[src/rtl/cube_plane_scheduler.sv]
// cube_plane_scheduler: sequences loader restarts, ROM addressing and plane dwell for the LED cube
module cube_plane_scheduler #(
  parameter int unsigned NUM_PLANES   = 7,
  parameter int unsigned NUM_COLORS   = 3,
  parameter int unsigned NUM_FRAMES   = 7,
  parameter int unsigned DWELL_CYCLES = 1000,
  parameter int unsigned FRAME_REPEAT = 50,
  parameter int unsigned LOAD_TIMEOUT = 512
) (
  input  logic                  clk,
  input  logic                  reset,
  input  logic                  run,
  input  logic                  hold_frame,
  input  logic                  ld_finish,
  output logic                  ld_reset,
  output logic [15:0]           rom_addr,
  output logic [1:0]            color_sel,
  output logic [NUM_PLANES-1:0] plane_en,
  output logic                  blank,
  output logic                  frame_done,
  output logic                  load_err
);
  localparam int unsigned PW = (NUM_PLANES > 1) ? $clog2(NUM_PLANES) : 1;
  localparam int unsigned FW = (NUM_FRAMES > 1) ? $clog2(NUM_FRAMES) : 1;
  localparam int unsigned RW = (FRAME_REPEAT > 1) ? $clog2(FRAME_REPEAT) : 1;
  localparam int unsigned CW = $clog2(((LOAD_TIMEOUT > DWELL_CYCLES) ? LOAD_TIMEOUT : DWELL_CYCLES) + 1);
  localparam logic [1:0]    C_LAST = 2'(NUM_COLORS - 1);
  localparam logic [PW-1:0] P_LAST = PW'(NUM_PLANES - 1);
  localparam logic [RW-1:0] R_LAST = RW'(FRAME_REPEAT - 1);
  localparam logic [FW-1:0] F_LAST = FW'(NUM_FRAMES - 1);
  localparam logic [CW-1:0] T_LAST = CW'(LOAD_TIMEOUT - 1);
  localparam logic [CW-1:0] D_LAST = CW'(DWELL_CYCLES - 1);
  localparam logic [15:0]   FSTEP  = 16'(NUM_PLANES * NUM_COLORS);

  typedef enum logic [1:0] {IDLE, PREP, LOAD, SHOW} state_t;

  state_t        state_q, state_d;
  logic [1:0]    color_q, color_d, color_sel_q, color_sel_d;
  logic [PW-1:0] plane_q, plane_d;
  logic [RW-1:0] rep_q, rep_d;
  logic [FW-1:0] frame_q, frame_d;
  logic [15:0]   base_q, base_d, rom_addr_q, rom_addr_d;
  logic [CW-1:0] cnt_q, cnt_d;
  logic          err_q, err_d, done_q, done_d, adv;

  // Next state, slot/frame advance and the address latched on PREP entry
  always_comb begin
    state_d = state_q;
    color_d = color_q;
    plane_d = plane_q;
    rep_d   = rep_q;
    frame_d = frame_q;
    base_d  = base_q;
    cnt_d   = cnt_q;
    err_d   = err_q;
    done_d  = 1'b0;
    adv     = 1'b0;
    case (state_q)
      IDLE: state_d = run ? PREP : IDLE;
      PREP: begin
        state_d = LOAD;
        cnt_d   = '0;
      end
      LOAD: begin
        if (ld_finish) begin
          state_d = SHOW;
          cnt_d   = '0;
        end else if (cnt_q == T_LAST) begin
          err_d = 1'b1;
          adv   = 1'b1;
        end else cnt_d = cnt_q + CW'(1);
      end
      SHOW: begin
        adv   = cnt_q == D_LAST;
        cnt_d = cnt_q + CW'(1);
      end
      default: state_d = IDLE;
    endcase
    if (adv) begin
      state_d = run ? PREP : IDLE;
      color_d = (color_q == C_LAST) ? '0 : color_q + 2'd1;
      if (color_q == C_LAST) plane_d = (plane_q == P_LAST) ? '0 : plane_q + PW'(1);
      if (color_q == C_LAST && plane_q == P_LAST) rep_d = (rep_q == R_LAST) ? '0 : rep_q + RW'(1);
      if (color_q == C_LAST && plane_q == P_LAST && rep_q == R_LAST && !hold_frame) begin
        frame_d = (frame_q == F_LAST) ? '0 : frame_q + FW'(1);
        base_d  = (frame_q == F_LAST) ? '0 : base_q + FSTEP;
        done_d  = 1'b1;
      end
    end
    rom_addr_d  = (state_d == PREP) ? base_d + 16'(plane_d) * 16'(NUM_COLORS) + 16'(color_d) : rom_addr_q;
    color_sel_d = (state_d == PREP) ? color_d : color_sel_q;
  end

  // State and counter registers with synchronous reset
  always_ff @(posedge clk) begin
    if (reset) begin
      state_q     <= IDLE;
      color_q     <= '0;
      plane_q     <= '0;
      rep_q       <= '0;
      frame_q     <= '0;
      base_q      <= '0;
      cnt_q       <= '0;
      err_q       <= 1'b0;
      done_q      <= 1'b0;
      rom_addr_q  <= '0;
      color_sel_q <= '0;
    end else begin
      state_q     <= state_d;
      color_q     <= color_d;
      plane_q     <= plane_d;
      rep_q       <= rep_d;
      frame_q     <= frame_d;
      base_q      <= base_d;
      cnt_q       <= cnt_d;
      err_q       <= err_d;
      done_q      <= done_d;
      rom_addr_q  <= rom_addr_d;
      color_sel_q <= color_sel_d;
    end
  end

  assign ld_reset   = (state_q == IDLE) || (state_q == PREP);
  assign blank      = state_q != SHOW;
  assign plane_en   = (state_q == SHOW) ? NUM_PLANES'(1) << plane_q : '0;
  assign rom_addr   = rom_addr_q;
  assign color_sel  = color_sel_q;
  assign frame_done = done_q;
  assign load_err   = err_q;
endmodule

[config.mk]
export PLATFORM = sky130hd
export DESIGN_NAME = cube_plane_scheduler
export DESIGN_NICKNAME = d
export VERILOG_FILES = /design/src/rtl/cube_plane_scheduler.sv
export SDC_FILE = /design/constraint.sdc
export NUM_CORES = 1
export LEC_CHECK = 0
export BUFFER_PORTS_ARGS = -buffer_cell sky130_fd_sc_hd__buf_2
export CAP_MARGIN = 20
export CORE_MARGIN = 1
export CORE_UTILIZATION = 35
export CTS_BUF_LIST = sky130_fd_sc_hd__clkbuf_8
export DETAILED_ROUTE_END_ITERATION = 6
export SLEW_MARGIN = 20
export SYNTH_ARGS = -nofsm -noshare
export SYNTH_HDL_FRONTEND = slang
export SYNTH_SLANG_ARGS = --single-unit
[constraint.sdc]
create_clock -name clk -period 11.1 [get_ports clk]
set_clock_uncertainty 0.1 [all_clocks]
set_input_delay 3.33 -clock clk [delete_from_list [all_inputs] [get_ports clk]]
set_output_delay 3.33 -clock clk [all_outputs]
set_load 0.005 [all_outputs]
==> results.py <==
metrics = {
    "critical_path": {
        "crit_family": "compound AO/OA/AOI/OAI gates",
        "cp.arrival_ps": 7610,
        "slowest_delay_ps": 450,
        "critical_path_class": "input pin to flop",
        "critPathSlowestCell": "fa_1",
        "required_ps": 11220,
        "worstRegToRegCells": 18,
        "r2r-start": "state_q[0]",
        "r2r_slack_ps": 5950,
        "cp_num_buf_inv": 4,
        "path_cells": "buf_2 -> nor2_1 -> nand3_1 -> a2111oi_2 -> buf_4 -> nand2_1 -> o31ai_1 -> ha_1 -> ha_1 -> inv_1 -> fa_1 -> inv_1 -> a21oi_1 -> o21bai_1 -> a21oi_1 -> nor2_1 -> nand4_1 -> o311ai_0 -> nand3_1",
        "critPathLaunchType": "input pin",
        "crit_path_end_kind": "flop",
        "crit_fanout": 15,
        "crit-reg2reg-capture": "rom_addr[15]",
    },
    "clock_network": {
        "worstSkewPairLatency_ps": 350,
        "htreeDepth": 3,
        "clockBufferDepth": 2,
        "cts_buffers": 9,
        "hold_buffers": 0,
        "clk_pin_slew_ps": 70,
        "root_buffer": "clkbuf_8",
        "cts_tree": "yes",
        "clock_sinks": 62,
        "cts_resized": 0,
        "postCtsSetupBuffers": 0,
    },
    "floorplan": {
        "boundaryPins": 34,
        "initial_core_util_pct": 36.3,
        "core_area_um2": 9820,
        "die-area_um2": 10600,
        "die_w_um": 103,
        "die_y_um": 103,
        "rows": 36,
    },
    "global_route": {
        "grt_max_degree": 39,
        "grt_pass1_vias": 3009,
        "grt_pass1_wl_mm": 14.5,
        "antenna_found_initial": 0,
        "overflow": 0,
        "track_usage_pct": 17.9,
    },
    "timing": {
        "tightest_slew_ps": 791,
        "setup_ws_ps": 3620,
        "whs_ps": 358,
        "setup_viol": 0,
        "max_freq_mhz": 134,
        "drv_slew": 0,
        "rsz0062_at_grt": "false",
        "period_share_pct": 67.4,
        "setup-tns-final_ps": 0,
        "period_needed_ps": 7480,
        "hold_viol_final": 0,
        "relSlewSlack_pct": 46.8,
    },
    "logic_synthesis": {
        "seq_area_frac_synth_pct": 34.8,
        "syn_inst": 448,
        "synth_ff_type": "dfxtp_1",
        "synthArstFlopShare_pct": 0,
        "yosys_warnings": 0,
        "yosysUniqueCellTypes": 52,
        "netlist_area_um2": 3560,
        "synth_nets": 473,
        "synth_seq_cells": 62,
        "synth_edf_count": 0,
        "syn_area_per_cell_um2": 7.96,
    },
    "routing": {
        "drc": 0,
        "vias": 3284,
        "drt_pass1_iterations": 6,
        "drt_wl_total_mm": 8.79,
        "drtIter0Drc": 178,
        "wire_per_inst_um": 14.3,
        "drtAntennaViolNets": 0,
        "via_per_inst": 5.36,
    },
    "power": {
        "vdd_drop_max_v": 0.0000612,
        "p_leak_uw": 0.00163,
        "p_per_area_nw_per_um2": 109,
        "power_uw": 439,
    },
    "layout": {
        "diodes": 0,
        "nets": 500,
        "areaGrowthSynthToFinish_pct": 13.1,
        "layout_common_cells": "dfxtp_1 (62), nand2_1 (60), nor2_1 (50), buf_2 (33), a21oi_1 (30)",
        "final_layout_size_suffix_gt1_share_pct": 11.5,
        "final_common_cell": "dfxtp_1",
    },
    "hold_path": {
        "min-delay-start": "rom_addr[3]",
        "hold_class": "flop to flop",
        "hold_path_depth": 2,
        "holdPathEnd": "rom_addr[3]",
    },
    "outcome": {
        "status": "finished, final reports clean",
    },
    "place": {
        "gp_congestion": 0.845,
        "port_buffers": 33,
        "place.detailed.hpwl_mm": 6.37,
        "dp_slack_ps": 3330,
    },
    "flow_run": {
        "maxCapViolCount": 0,
    },
}
## how the worst max path moves through the flow
stage              start      endpoint  slack, ps  cells after the start
2_1_floorplan  ld_finish  rom_addr[11]       3890                     18
3_3_place_gp   ld_finish  rom_addr[15]       3460                     19
3_5_place_dp   ld_finish  rom_addr[15]       3330                     19
6_report       ld_finish  rom_addr[15]       3620                     19
5_1_grt        ld_finish  rom_addr[15]       3190                     19
4_1_cts        ld_finish  rom_addr[15]       3670                     19
## synthesized netlist by cell type, types with 10 or more instances
cell type   n  share of area (%)
a21oi_1    30                4.2
xor2_1     11                2.7
nor2_1     50                5.3
inv_1      13                1.4
xnor2_1    12                2.9
o21ai_0    16                2.2
o31ai_1    10                2.1
nand3_1    23                3.2
ha_1       18                6.3
nor3_1     12                1.7
clkbuf_1   16                1.7
and2_1     18                3.2
nand2_1    60                6.3
dfxtp_1    62                 35
## through the flow
step           utilization (%)  area [um^2]  std cells
2_1_floorplan                -         3560        448
3_3_place_gp              39.2         3840        597
3_5_place_dp              39.2         3840        597
4_1_cts                   41.1         4030        613
5_1_grt                   41.1         4030        613
6_report                  41.1         4030        613
## metal layers
layer / global-route usage, % / vias up / routed length [um]
li1: - / 1655 / -
met1: 24.0 / 1555 / 4430
met2: 26.9 / 65 / 3880
met3: 4.61 / 9 / 347
met4: 8.23 / 0 / 136
met5: 0 / - / 0
## kinds of logic (layout without fill, tap and decap cells)
kind of cell / after synthesis / in the layout / share of synthesized area, %
flops: 62 / 62 / 34.8
simple gates: 204 / 204 / 28.2
compound gates: 102 / 102 / 19.1
fa+ha+maj: 20 / 20 / 7.44
xor+xnor: 23 / 23 / 5.65
mux: 5 / 5 / 1.44
buf+inv: 32 / 64 / 3.40
## sequential cells by signal, indices dropped and copies added (netlist names)
| signal | count |
|---|---|
| rep_q | 6 |
| state_q | 2 |
| load_err | 1 |
| cnt_q | 10 |
| color_q | 2 |
| plane_q | 3 |
| base_q | 16 |
| color_sel | 2 |
| frame_done | 1 |
| rom_addr | 16 |
| frame_q | 3 |
## where the power goes
group	switching [uW]	internal [uW]	leakage (uW)	total, uW
registers	2.73	226	0.000501	228
clock network	89.8	97.7	0.0000996	188
logic	15.7	7.10	0.00103	22.8
## worst min-delay path, stage by stage, from the launching register on
cell	delay (ps)
dfxtp_1	310
nand2_1	50
a21oi_1	50
## layout make-up
class | count | area, um^2
clock buffer | 12 | 165
clock inverter | 4 | 21.3
fill | 1077 | 5790
inverter | 13 | 48.8
multi-input combinational | 354 | 2210
sequential | 62 | 1240
tap | 133 | 166
timing repair buffer | 35 | 180
(Power assumes the default switching activity.)
